`src/rtl/alu_share_arbiter_pkg.sv`:
```
// Shared definitions for the two-requester ALU share arbiter: width defaults,
// arbiter state encoding and the ALU control codes used by both requesters.
package alu_share_arbiter_pkg;

    localparam int DEFAULT_XLEN  = 32;
    localparam int DEFAULT_CTRLW = 5;

    typedef enum logic {
        ST_IDLE = 1'b0,
        ST_RESP = 1'b1
    } arb_state_e;

    // Codes are only interpreted by the external ALU; the arbiter forwards them untouched.
    localparam logic [DEFAULT_CTRLW-1:0] ALU_CONTROL_NOP = 5'd0;
    localparam logic [DEFAULT_CTRLW-1:0] ALU_CONTROL_ADD = 5'd1;
    localparam logic [DEFAULT_CTRLW-1:0] ALU_CONTROL_SUB = 5'd2;
    localparam logic [DEFAULT_CTRLW-1:0] ALU_CONTROL_AND = 5'd3;
    localparam logic [DEFAULT_CTRLW-1:0] ALU_CONTROL_OR  = 5'd4;
    localparam logic [DEFAULT_CTRLW-1:0] ALU_CONTROL_XOR = 5'd5;
    localparam logic [DEFAULT_CTRLW-1:0] ALU_CONTROL_SLT = 5'd6;
    localparam logic [DEFAULT_CTRLW-1:0] ALU_CONTROL_BEQ = 5'd7;
    localparam logic [DEFAULT_CTRLW-1:0] ALU_CONTROL_BNE = 5'd8;
    localparam logic [DEFAULT_CTRLW-1:0] ALU_CONTROL_BLT = 5'd9;

endpackage

```
`src/rtl/alu_share_arbiter_if.sv`:
```
// Bundle of request, response and shared-ALU signals between the two requesters,
// the arbiter (slave side) and the environment/ALU (master side).
interface alu_share_arbiter_if #(
    parameter int XLEN  = alu_share_arbiter_pkg::DEFAULT_XLEN,
    parameter int CTRLW = alu_share_arbiter_pkg::DEFAULT_CTRLW
);
    logic             req0_valid;
    logic             req0_ready;
    logic [CTRLW-1:0] req0_alu_control;
    logic [XLEN-1:0]  req0_a;
    logic [XLEN-1:0]  req0_b;

    logic             req1_valid;
    logic             req1_ready;
    logic [CTRLW-1:0] req1_alu_control;
    logic [XLEN-1:0]  req1_a;
    logic [XLEN-1:0]  req1_b;

    logic             rsp0_valid;
    logic             rsp0_ready;
    logic [XLEN-1:0]  rsp0_result;
    logic             rsp0_flag;

    logic             rsp1_valid;
    logic             rsp1_ready;
    logic [XLEN-1:0]  rsp1_result;
    logic             rsp1_flag;

    logic [CTRLW-1:0] alu_control;
    logic [XLEN-1:0]  alu_a;
    logic [XLEN-1:0]  alu_b;
    logic [XLEN-1:0]  alu_result;
    logic             alu_flag;

    modport slave (
        input  req0_valid, req0_alu_control, req0_a, req0_b,
        input  req1_valid, req1_alu_control, req1_a, req1_b,
        input  rsp0_ready, rsp1_ready, alu_result, alu_flag,
        output req0_ready, req1_ready,
        output rsp0_valid, rsp0_result, rsp0_flag,
        output rsp1_valid, rsp1_result, rsp1_flag,
        output alu_control, alu_a, alu_b
    );

    modport master (
        output req0_valid, req0_alu_control, req0_a, req0_b,
        output req1_valid, req1_alu_control, req1_a, req1_b,
        output rsp0_ready, rsp1_ready, alu_result, alu_flag,
        input  req0_ready, req1_ready,
        input  rsp0_valid, rsp0_result, rsp0_flag,
        input  rsp1_valid, rsp1_result, rsp1_flag,
        input  alu_control, alu_a, alu_b
    );

endinterface

```
`src/rtl/alu_share_arbiter_rr_pick2.sv`:
```
// Two-way round-robin picker: a lone valid wins outright, a tie goes to the
// requester named by the priority pointer.
module rr_pick2 (
    input  logic [1:0] valid,
    input  logic       pointer,
    output logic [1:0] grant
);

    always_comb begin
        case (valid)
            2'b01:   grant = 2'b01;
            2'b10:   grant = 2'b10;
            2'b11:   grant = pointer ? 2'b10 : 2'b01;
            default: grant = 2'b00;
        endcase
    end

endmodule

```
`src/rtl/alu_share_arbiter.sv`:
```
// Time-shares one combinational ALU between the execute path (requester 0) and
// the branch/address path (requester 1), with a registered one-deep response.
module alu_share_arbiter
    import alu_share_arbiter_pkg::*;
#(
    parameter int XLEN  = DEFAULT_XLEN,
    parameter int CTRLW = DEFAULT_CTRLW
) (
    input  logic                 clk,
    input  logic                 reset,
    alu_share_arbiter_if.slave   bus
);

    arb_state_e      state;
    logic            pointer;
    logic            owner;
    logic            reset_settle;
    logic [XLEN-1:0] result_q;
    logic            flag_q;
    logic            rsp0_valid_q;
    logic            rsp1_valid_q;
    logic [1:0]      pick;
    logic [1:0]      grant;

    rr_pick2 u_pick (
        .valid   ({bus.req1_valid, bus.req0_valid}),
        .pointer (pointer),
        .grant   (pick)
    );

    // Grants are held off for the first cycle out of reset and while a response is pending.
    assign grant          = (state == ST_IDLE && !reset_settle) ? pick : 2'b00;
    assign bus.req0_ready = grant[0];
    assign bus.req1_ready = grant[1];

    always_comb begin
        bus.alu_control = '0;
        bus.alu_a       = '0;
        bus.alu_b       = '0;
        if (grant[0]) begin
            bus.alu_control = bus.req0_alu_control;
            bus.alu_a       = bus.req0_a;
            bus.alu_b       = bus.req0_b;
        end else if (grant[1]) begin
            bus.alu_control = bus.req1_alu_control;
            bus.alu_a       = bus.req1_a;
            bus.alu_b       = bus.req1_b;
        end
    end

    assign bus.rsp0_valid  = rsp0_valid_q;
    assign bus.rsp1_valid  = rsp1_valid_q;
    assign bus.rsp0_result = rsp0_valid_q ? result_q : '0;
    assign bus.rsp1_result = rsp1_valid_q ? result_q : '0;
    assign bus.rsp0_flag   = rsp0_valid_q & flag_q;
    assign bus.rsp1_flag   = rsp1_valid_q & flag_q;

    always_ff @(posedge clk) begin
        if (reset) begin
            state        <= ST_IDLE;
            pointer      <= 1'b0;
            owner        <= 1'b0;
            result_q     <= '0;
            flag_q       <= 1'b0;
            rsp0_valid_q <= 1'b0;
            rsp1_valid_q <= 1'b0;
            reset_settle <= 1'b1;
        end else begin
            reset_settle <= 1'b0;
            case (state)
                ST_IDLE: begin
                    if (grant != 2'b00) begin
                        result_q     <= bus.alu_result;
                        flag_q       <= bus.alu_flag;
                        owner        <= grant[1];
                        pointer      <= grant[0];
                        rsp0_valid_q <= grant[0];
                        rsp1_valid_q <= grant[1];
                        state        <= ST_RESP;
                    end
                end
                ST_RESP: begin
                    if ((!owner && bus.rsp0_ready) || (owner && bus.rsp1_ready)) begin
                        rsp0_valid_q <= 1'b0;
                        rsp1_valid_q <= 1'b0;
                        state        <= ST_IDLE;
                    end
                end
                default: state <= ST_IDLE;
            endcase
        end
    end

endmodule

```
`src/flat_wrapper.sv`:
```
// flat-port wrapper written by rule: the top's interface ports become plain ports
module alu_share_arbiter_flat import alu_share_arbiter_pkg::*;
#(
    parameter int XLEN  = DEFAULT_XLEN,
    parameter int CTRLW = DEFAULT_CTRLW
)
  (clk, reset, bus_req0_valid, bus_req0_alu_control, bus_req0_a, bus_req0_b, bus_req1_valid, bus_req1_alu_control, bus_req1_a, bus_req1_b, bus_rsp0_ready, bus_rsp1_ready, bus_alu_result, bus_alu_flag, bus_req0_ready, bus_req1_ready, bus_rsp0_valid, bus_rsp0_result, bus_rsp0_flag, bus_rsp1_valid, bus_rsp1_result, bus_rsp1_flag, bus_alu_control, bus_alu_a, bus_alu_b);
  alu_share_arbiter_if #(.XLEN(XLEN), .CTRLW(CTRLW)) bus_i ();
  input  logic clk;
  input  logic reset;
  input wire logic [$bits(bus_i.req0_valid)-1:0] bus_req0_valid;
  input wire logic [$bits(bus_i.req0_alu_control)-1:0] bus_req0_alu_control;
  input wire logic [$bits(bus_i.req0_a)-1:0] bus_req0_a;
  input wire logic [$bits(bus_i.req0_b)-1:0] bus_req0_b;
  input wire logic [$bits(bus_i.req1_valid)-1:0] bus_req1_valid;
  input wire logic [$bits(bus_i.req1_alu_control)-1:0] bus_req1_alu_control;
  input wire logic [$bits(bus_i.req1_a)-1:0] bus_req1_a;
  input wire logic [$bits(bus_i.req1_b)-1:0] bus_req1_b;
  input wire logic [$bits(bus_i.rsp0_ready)-1:0] bus_rsp0_ready;
  input wire logic [$bits(bus_i.rsp1_ready)-1:0] bus_rsp1_ready;
  input wire logic [$bits(bus_i.alu_result)-1:0] bus_alu_result;
  input wire logic [$bits(bus_i.alu_flag)-1:0] bus_alu_flag;
  output wire logic [$bits(bus_i.req0_ready)-1:0] bus_req0_ready;
  output wire logic [$bits(bus_i.req1_ready)-1:0] bus_req1_ready;
  output wire logic [$bits(bus_i.rsp0_valid)-1:0] bus_rsp0_valid;
  output wire logic [$bits(bus_i.rsp0_result)-1:0] bus_rsp0_result;
  output wire logic [$bits(bus_i.rsp0_flag)-1:0] bus_rsp0_flag;
  output wire logic [$bits(bus_i.rsp1_valid)-1:0] bus_rsp1_valid;
  output wire logic [$bits(bus_i.rsp1_result)-1:0] bus_rsp1_result;
  output wire logic [$bits(bus_i.rsp1_flag)-1:0] bus_rsp1_flag;
  output wire logic [$bits(bus_i.alu_control)-1:0] bus_alu_control;
  output wire logic [$bits(bus_i.alu_a)-1:0] bus_alu_a;
  output wire logic [$bits(bus_i.alu_b)-1:0] bus_alu_b;
  assign bus_i.req0_valid = bus_req0_valid;
  assign bus_i.req0_alu_control = bus_req0_alu_control;
  assign bus_i.req0_a = bus_req0_a;
  assign bus_i.req0_b = bus_req0_b;
  assign bus_i.req1_valid = bus_req1_valid;
  assign bus_i.req1_alu_control = bus_req1_alu_control;
  assign bus_i.req1_a = bus_req1_a;
  assign bus_i.req1_b = bus_req1_b;
  assign bus_i.rsp0_ready = bus_rsp0_ready;
  assign bus_i.rsp1_ready = bus_rsp1_ready;
  assign bus_i.alu_result = bus_alu_result;
  assign bus_i.alu_flag = bus_alu_flag;
  assign bus_req0_ready = bus_i.req0_ready;
  assign bus_req1_ready = bus_i.req1_ready;
  assign bus_rsp0_valid = bus_i.rsp0_valid;
  assign bus_rsp0_result = bus_i.rsp0_result;
  assign bus_rsp0_flag = bus_i.rsp0_flag;
  assign bus_rsp1_valid = bus_i.rsp1_valid;
  assign bus_rsp1_result = bus_i.rsp1_result;
  assign bus_rsp1_flag = bus_i.rsp1_flag;
  assign bus_alu_control = bus_i.alu_control;
  assign bus_alu_a = bus_i.alu_a;
  assign bus_alu_b = bus_i.alu_b;
  alu_share_arbiter #(.XLEN(XLEN), .CTRLW(CTRLW)) u_core (.clk(clk), .reset(reset), .bus(bus_i));
endmodule
```
`config.mk`:
```
export PLATFORM = sky130hd
export DESIGN_NAME = alu_share_arbiter_flat
export DESIGN_NICKNAME = d
export VERILOG_FILES = /design/src/rtl/alu_share_arbiter_pkg.sv /design/src/rtl/alu_share_arbiter_if.sv /design/src/rtl/alu_share_arbiter_rr_pick2.sv /design/src/rtl/alu_share_arbiter.sv /design/src/flat_wrapper.sv
export SDC_FILE = /design/constraint.sdc
export NUM_CORES = 1
export LEC_CHECK = 0
export ABC_AREA = 1
export CORE_AREA = 2 2 123 125
export DETAILED_ROUTE_END_ITERATION = 8
export DIE_AREA = 0 0 125 127
export MAX_ROUTING_LAYER = met4
export PLACE_DENSITY = 0.69
export SLEW_MARGIN = 20
export SYNTH_ARGS = -nofsm -noshare
export SYNTH_HDL_FRONTEND = slang
export SYNTH_SLANG_ARGS = --single-unit
```
`constraint.sdc`:
```
create_clock -name clk -period 1 [get_ports clk]
set_clock_uncertainty 0.1 [all_clocks]
set_input_delay 0.1 -clock clk [delete_from_list [all_inputs] [get_ports clk]]
set_output_delay 0.1 -clock clk [all_outputs]
set_load 0.005 [all_outputs]
```
# == Word level (Yosys, flattened, before mapping) ==
# Cells that the tools add are included.
# W data, S select, Z words.
# word_totals
inputBits,177
ff_bits,39
wordCells,45
# classes
reduce_logical,9
bitwise,3
n_eq_ne,5
mux,20
# op_table
cell,n
$mux W32,6
$mux W5,2
$mux W1,6
$pmux W1 S2,3
$pmux W2 S3,1
$eq A2 B2 Y1 const B,2
$mux W2,2
$ne A2 B2 Y1 const B,2
$reduce_and A2 Y1,2
$logic_and A1 B1 Y1,3
$and A1 B1 Y1,2
$eq A2 B1 Y1 const B,1
$logic_not A1 Y1,2
$reduce_bool A2 Y1,1
$logic_or A1 B1 Y1,1
$not A1 Y1,1

# == Longest topological paths before layout ==
# Gate-level depths: netlist (run 1).
# logic_depth
depth_word,6
mapped_depth,7
ltp_nobuf,6

# == Hierarchy ==
# A second synthesis (run 1) with hierarchy kept.
# unflattened
hier_cells,579
area_unflattened_um2,3103.0
# modules_own_cells
mod,area_per_inst_um2,cells_each,n_inst,seq_area_each_um2
alu_share_arbiter,3083.0,574,1,780.7
rr_pick2,20.0,5,1,0.0

# == Worst setup path after synthesis (run 1) ==
# Ideal clock, no wire load.
# synth_timing
kind,register to output
startpoint,register u_core.state
endpoint,output bus_alu_a[26]
arrival_ns,0.965
setup_slack_ns,-0.165
stages_incl_launch_ff,7
cell_sequence,dfxtp_1 > nor2_2 > nand3_1 > inv_2 > buf_2 > nand2_1 > nand2_1
# synth_rtl
item,line,source
"start, declared",alu_share_arbiter.sv:14,arb_state_e state;
"start signal, assigned",alu_share_arbiter.sv:60,state <= ST_IDLE;
"start signal, assigned",alu_share_arbiter.sv:79,state <= ST_RESP;
"start signal, assigned",alu_share_arbiter.sv:86,state <= ST_IDLE;
$not A1 Y1 (no source line),-,
$logic_and A1 B1 Y1,alu_share_arbiter.sv:32,assign grant = (state == ST_IDLE && !reset_settle) ? pick : 2'b00;
$mux W2,alu_share_arbiter.sv:32,
via bus_req0_ready,flat_wrapper.sv:23,output wire logic [$bits(bus_i.req0_ready)-1:0] bus_req0_ready;
$mux W32,alu_share_arbiter.sv:40,if (grant[0]) begin
"end, declared",flat_wrapper.sv:32,output wire logic [$bits(bus_i.alu_a)-1:0] bus_alu_a;
# The timed path passes the listed nets, and every way through them passes these cells.

# == Worst setup path in the final report (run 1) ==
# layout_timing
startpoint,register u_core.state
endpoint,output bus_alu_control[2]
# layout_via
elab_chain_len,5
# layout_lines
item,line,source
$not A1 Y1 (no source line) (*),-,
$logic_and A1 B1 Y1 (*),alu_share_arbiter.sv:32,
$mux W2 (*),alu_share_arbiter.sv:32,
$mux W5,alu_share_arbiter.sv:44,end else if (grant[1]) begin
$mux W5 (*),alu_share_arbiter.sv:40,
"end, declared",flat_wrapper.sv:31,output wire logic [$bits(bus_i.alu_control)-1:0] bus_alu_control;
# Every way passes the cells marked *; elsewhere a longest branch is shown, timed or not.

==> summary by stage, run 1 <==
Clocking
At the later pin of the worst-skew pair, clock insertion delay measures 0.28 ns. The H-tree was split into 2 levels. Buffers inserted to repair hold after CTS numbered 0.

The total CTS buffers is 5. The clock tree from TritonCTS is done. The library cell used as clock root buffer is sky130_fd_sc_hd__clkbuf_16. The number of sinks driven by the clock tree is 39. The clock-pin slew on the worst setup and hold paths is 0.06 ns. The number of buffers on the longest clock path is 2.

Routing
The first TritonRoute pass finished after 6 iterations. The remaining number of nets flagged by the antenna check after routing is 0. In the routed design, unresolved DRC markers number 0. In the routed layout, each cell is associated on average with a via count of 4.31. Summed over all layers, the routed wires come to 19,800 um. The first routing iteration left 215 violations. The average wire per cell in the routed design is 17.1 um. Summing over every cut layer, the via total after detailed routing is 4,970.

Power
The proportion of power drawn by the clock network is 0.244. The total power per unit cell area is 772 nW/um^2. Summing internal, switching and leakage power gives 6.47 mW. Of the total power, the share spent switching nets is 0.319. The maximum ir drop on the vdd rail is 0.700 mV.

The leakage power is 5.00 nW. Cell internal power was estimated by the tool at 4.40 mW. Of the total power, combinational logic draws 0.464.

The sequential fraction of design power is 0.292. In this run the power spent charging and discharging nets is a little over 2 mW.

Die
The core footprint is about 14,000 sq um. The initial core utilization is 0.205. The x dimension of the die is 125 um. The number of I/O pins is 316.

Measured along the y axis, the die boundary spans roughly 130 um. The overall die area is 15,900 sq um. The floorplan has 44 rows.

Worst setup path
Measured in cells, the most critical reg-to-reg path has a length of 8. The maximum fanout encountered on the critical timing path is 7. For the worst setup path, the data arrival time is approximately 1.6 ns. The critical register-to-register path startpoint is u_core.state$_SDFF_PP0_.

STA classifies the critical path startpoint as a register. On the critical path, the stage with the largest delay is an instance of sky130_fd_sc_hd__dfxtp_2. In this design, the largest share of critical-path delay is due to buffers and inverters.

The end of the worst register-to-register path is u_core.result_q[14]$_SDFFE_PP0P_. The worst reg-to-reg setup slack is -0.54 ns. The type of destination of the critical path is an output port. By startpoint and endpoint, the worst setup path is classified as register to output port. The number of buffer and inverter instances along the worst setup path is 5. Data on the critical path is required at its endpoint by about 0.8 ns. The largest single stage delay on the critical path is 0.33 ns. The most numerous cell type found on the critical path is sky130_fd_sc_hd__buf_6. The critical path goes through nor2_4 > nand3_4 > clkinv_8 > buf_6 > buf_6 > clkbuf_16 > nand2_2 > nand2_1 > buf_2.

Global route
The met3 track demand over resource in global routing is 0.0406. Across every metal layer, demand over resource in global routing totals 0.209. The via count of the first global-routing pass is 4,219. The fraction of met2 tracks used by global routing is 0.364. The wire length of the first global-routing pass is 25,000 um. The met1 usage in global routing is 0.247. Entering global routing, the biggest net connects 38 pins. The initial antenna violation count is 4. The final global-route overflow total is 0. After global routing, the most crowded layer is met2.

STA
Static timing analysis puts the maximum clock frequency at around 550 MHz. The post-layout minimum cycle time is 1.83 ns. The number of max-slew violations in the final report was 0. The final critical-path share of the clock period is 1.83. Across all setup checks in the final design, the least slack found is -0.831 ns. Hold is met by 0.230 ns. The final-report hold violation count is 0. For the pin with the worst max-slew slack, the measured transition is 0.265 ns.

Setup repair after global routing could not meet its margin everywhere. In this run the tightest slew margin relative to its limit is 0.823. Setup violations remaining at the end of the flow were counted as roughly 180.

Cells and area
The filler cells instantiated in the layout total 1,268. The fraction of final layout cells sized beyond drive strength 1 is 0.522. The sequential cells in the finished layout cover a total of 791 sq um. The final non-filler cell area is 8380 sq um. The post-synthesis to final-layout area growth is 184%.

The multi-input combinational cells in the finished layout cover a total of around 2500 sq um. The final net count is 1,142.

Logic synthesis
The number of synthesized flops with an enable pin is 0. The synthesized net count is between 700 and 800. The share of synthesized flip-flops with an asynchronous set or reset is 0.

The number of different library cells used by synthesis comes to 14. In this run, synthesis produced a sequential element count of 39. The most common cell in the synthesized netlist is sky130_fd_sc_hd__nand2_1. The most used flip-flop cell after synthesis is sky130_fd_sc_hd__dfxtp_1.

The cell taking the most area after synthesis is sky130_fd_sc_hd__nand2_1. By area the synthesized netlist is led by sky130_fd_sc_hd__nand2_1 (40%), sky130_fd_sc_hd__dfxtp_1 (26%), sky130_fd_sc_hd__inv_1 (13%), sky130_fd_sc_hd__nor3b_1 (8.4%), sky130_fd_sc_hd__nor2_1 (4.2%). The cell area that synthesis handed to floorplanning was 2950 sq um. The number of cells produced by synthesis is 569. The sequential fraction of the synthesis area is 0.265.

The average footprint of a synthesized cell is 5.19 sq um. The fraction of post-synthesis cell area in the top cell type by area is 0.399. The synthesis warning total is 0. By count the netlist is led by sky130_fd_sc_hd__nand2_1 (314), sky130_fd_sc_hd__inv_1 (103), sky130_fd_sc_hd__dfxtp_1 (39), sky130_fd_sc_hd__nor2_1 (33), sky130_fd_sc_hd__nor3b_1 (33).

Hold path
Along the worst hold path, the cell count comes to 4. The beginning of the worst hold path is bus_req0_valid. In this run the worst hold path is classified as input port to register. The path with the worst hold slack has its endpoint at u_core.bus.rsp0_valid$_SDFFE_PP0P_.

Status
The checks that failed: setup timing. The flow ran to the end, but the final reports show violations.

Placement
The final weighted congestion in routability-driven placement is 0.866. The placement-stage cell area is 6430 sq um. The post-detailed-placement half-perimeter wirelength is 11,700 um. The number of buffers inserted by port buffering is approximately 320.

Flow run
The tool flagged a number of max-cap violations equal to 0.
[placed cells by master (no fill, tap or decap), types with 2 or more instances in the layout]
cell type and n:
sky130_fd_sc_hd__nand2_4 70, sky130_fd_sc_hd__a21oi_1 4, sky130_fd_sc_hd__buf_4 24, sky130_fd_sc_hd__dlymetal6s2s_1 2, sky130_fd_sc_hd__nor3b_2 22, sky130_fd_sc_hd__buf_12 21
sky130_fd_sc_hd__dfxtp_4 2, sky130_fd_sc_hd__nor2_1 13, sky130_fd_sc_hd__diode_2 4, sky130_fd_sc_hd__nor3b_1 11, sky130_fd_sc_hd__clkdlybuf4s50_1 174, sky130_fd_sc_hd__nand3_1 3
sky130_fd_sc_hd__inv_1 57, sky130_fd_sc_hd__nand2_2 81, sky130_fd_sc_hd__dfxtp_2 2, sky130_fd_sc_hd__nor2_2 20, sky130_fd_sc_hd__nand2_1 163, sky130_fd_sc_hd__buf_6 76
sky130_fd_sc_hd__buf_8 14, sky130_fd_sc_hd__clkinv_8 2, sky130_fd_sc_hd__nand3_4 2, sky130_fd_sc_hd__dfxtp_1 35, sky130_fd_sc_hd__clkbuf_16 13, sky130_fd_sc_hd__inv_2 46
sky130_fd_sc_hd__clkinvlp_4 2, sky130_fd_sc_hd__buf_16 4, sky130_fd_sc_hd__buf_2 79, sky130_fd_sc_hd__clkbuf_2 19
[state kept, by name (all words and copies together), names as in the netlist]
register	flops
u_core.result_q	32
u_core.bus.rsp1_valid	1
u_core.flag_q	1
u_core.bus.rsp0_valid	1
u_core.pointer	1
u_core.reset_settle	1
u_core.owner	1
u_core.state	1
[how the worst max path moves through the flow]
stage | from | end | slack, ns | cells after the start
after detailed placement | bus_req1_valid | bus_alu_b[30] | -1.02 | 8
after global routing | u_core.state$_SDFF_PP0_ | bus_alu_a[9] | -0.94 | 9
after floorplan | u_core.state$_SDFF_PP0_ | bus_alu_a[26] | -0.14 | 6
final | u_core.state$_SDFF_PP0_ | bus_alu_control[2] | -0.83 | 9
after global placement | bus_req1_valid | bus_alu_b[30] | -1.00 | 8
after CTS | u_core.reset_settle$_DFF_P_ | bus_alu_b[17] | -1.07 | 7
[logic make-up (layout without fill, tap and decap cells)]
family / after synthesis / in the layout / synth area share
AO/OA/AOI/OAI: 6 / 6 / 0.0114
flip-flops: 39 / 39 / 0.265
other: 0 / 4 / 0
AND/OR/NAND/NOR: 386 / 386 / 0.536
buffers and inverters: 138 / 535 / 0.188
[per-layer routing]
layer	vias up	wire, um
li1	2427	-
met1	2248	7160
met2	254	10600
met3	41	1400
met4	0	660
met5	-	0
[worst min-delay path, cell delays in order]
cell and delay, ns:
sky130_fd_sc_hd__dlymetal6s2s_1 0.17, sky130_fd_sc_hd__nand3_4 0.13, sky130_fd_sc_hd__buf_4 0.12, sky130_fd_sc_hd__a21oi_1 0.05
[layout make-up]
class | instances | area share
repair inverters | 1 | 0.000746
clock inverters | 3 | 0.00239
diodes | 4 | 0.00119
well taps | 184 | 0.0275
inverters | 105 | 0.0500
repair buffers | 421 | 0.505
multi-input cells | 392 | 0.304
clock buffers | 5 | 0.0149
flip-flops and latches | 39 | 0.0944
[power groups by stage]
stage	registers, mW	logic, mW	clock network (mW)
floorplan	1.79	0.727	0
global placement	1.82	2.06	0
detailed placement	1.82	2.07	0
CTS	1.83	2.55	1.63
global route	1.90	3.19	1.72
finish	1.89	3.00	1.58
[through the flow]
stage                     worst slack, ns  setup TNS [ns]  std cells   util
after detailed placement            -1.02         -113.71       1056  0.446
after CTS                           -1.07         -111.67       1116  0.506
final                              -0.831          -94.91       1154  0.581
after global routing               -0.935         -105.15       1154  0.581
after global placement              -1.00         -111.92       1056  0.446
after floorplan                    -0.136          -12.12        569      -
[repair_timing]
action                                  CTS  global route
pin swaps                                 6            49
endpoints found under the setup margin  177           177
gates cloned                             15            12
resized for setup                       441           511
setup buffers                            38            40
(Power assumes the default switching activity.)
==> run 2: changes to the inputs <==
CTS_CLUSTER_DIAMETER = 150   (was not set)
==> results of run 2 <==
The final DEF is identical to that of run 1; final timing and power are the same.
==> run 3: changes to the inputs <==
CTS_CLUSTER_DIAMETER = 80   (was 150)
==> results of run 3 <==
The final DEF is identical to that of run 1; final timing and power are the same.
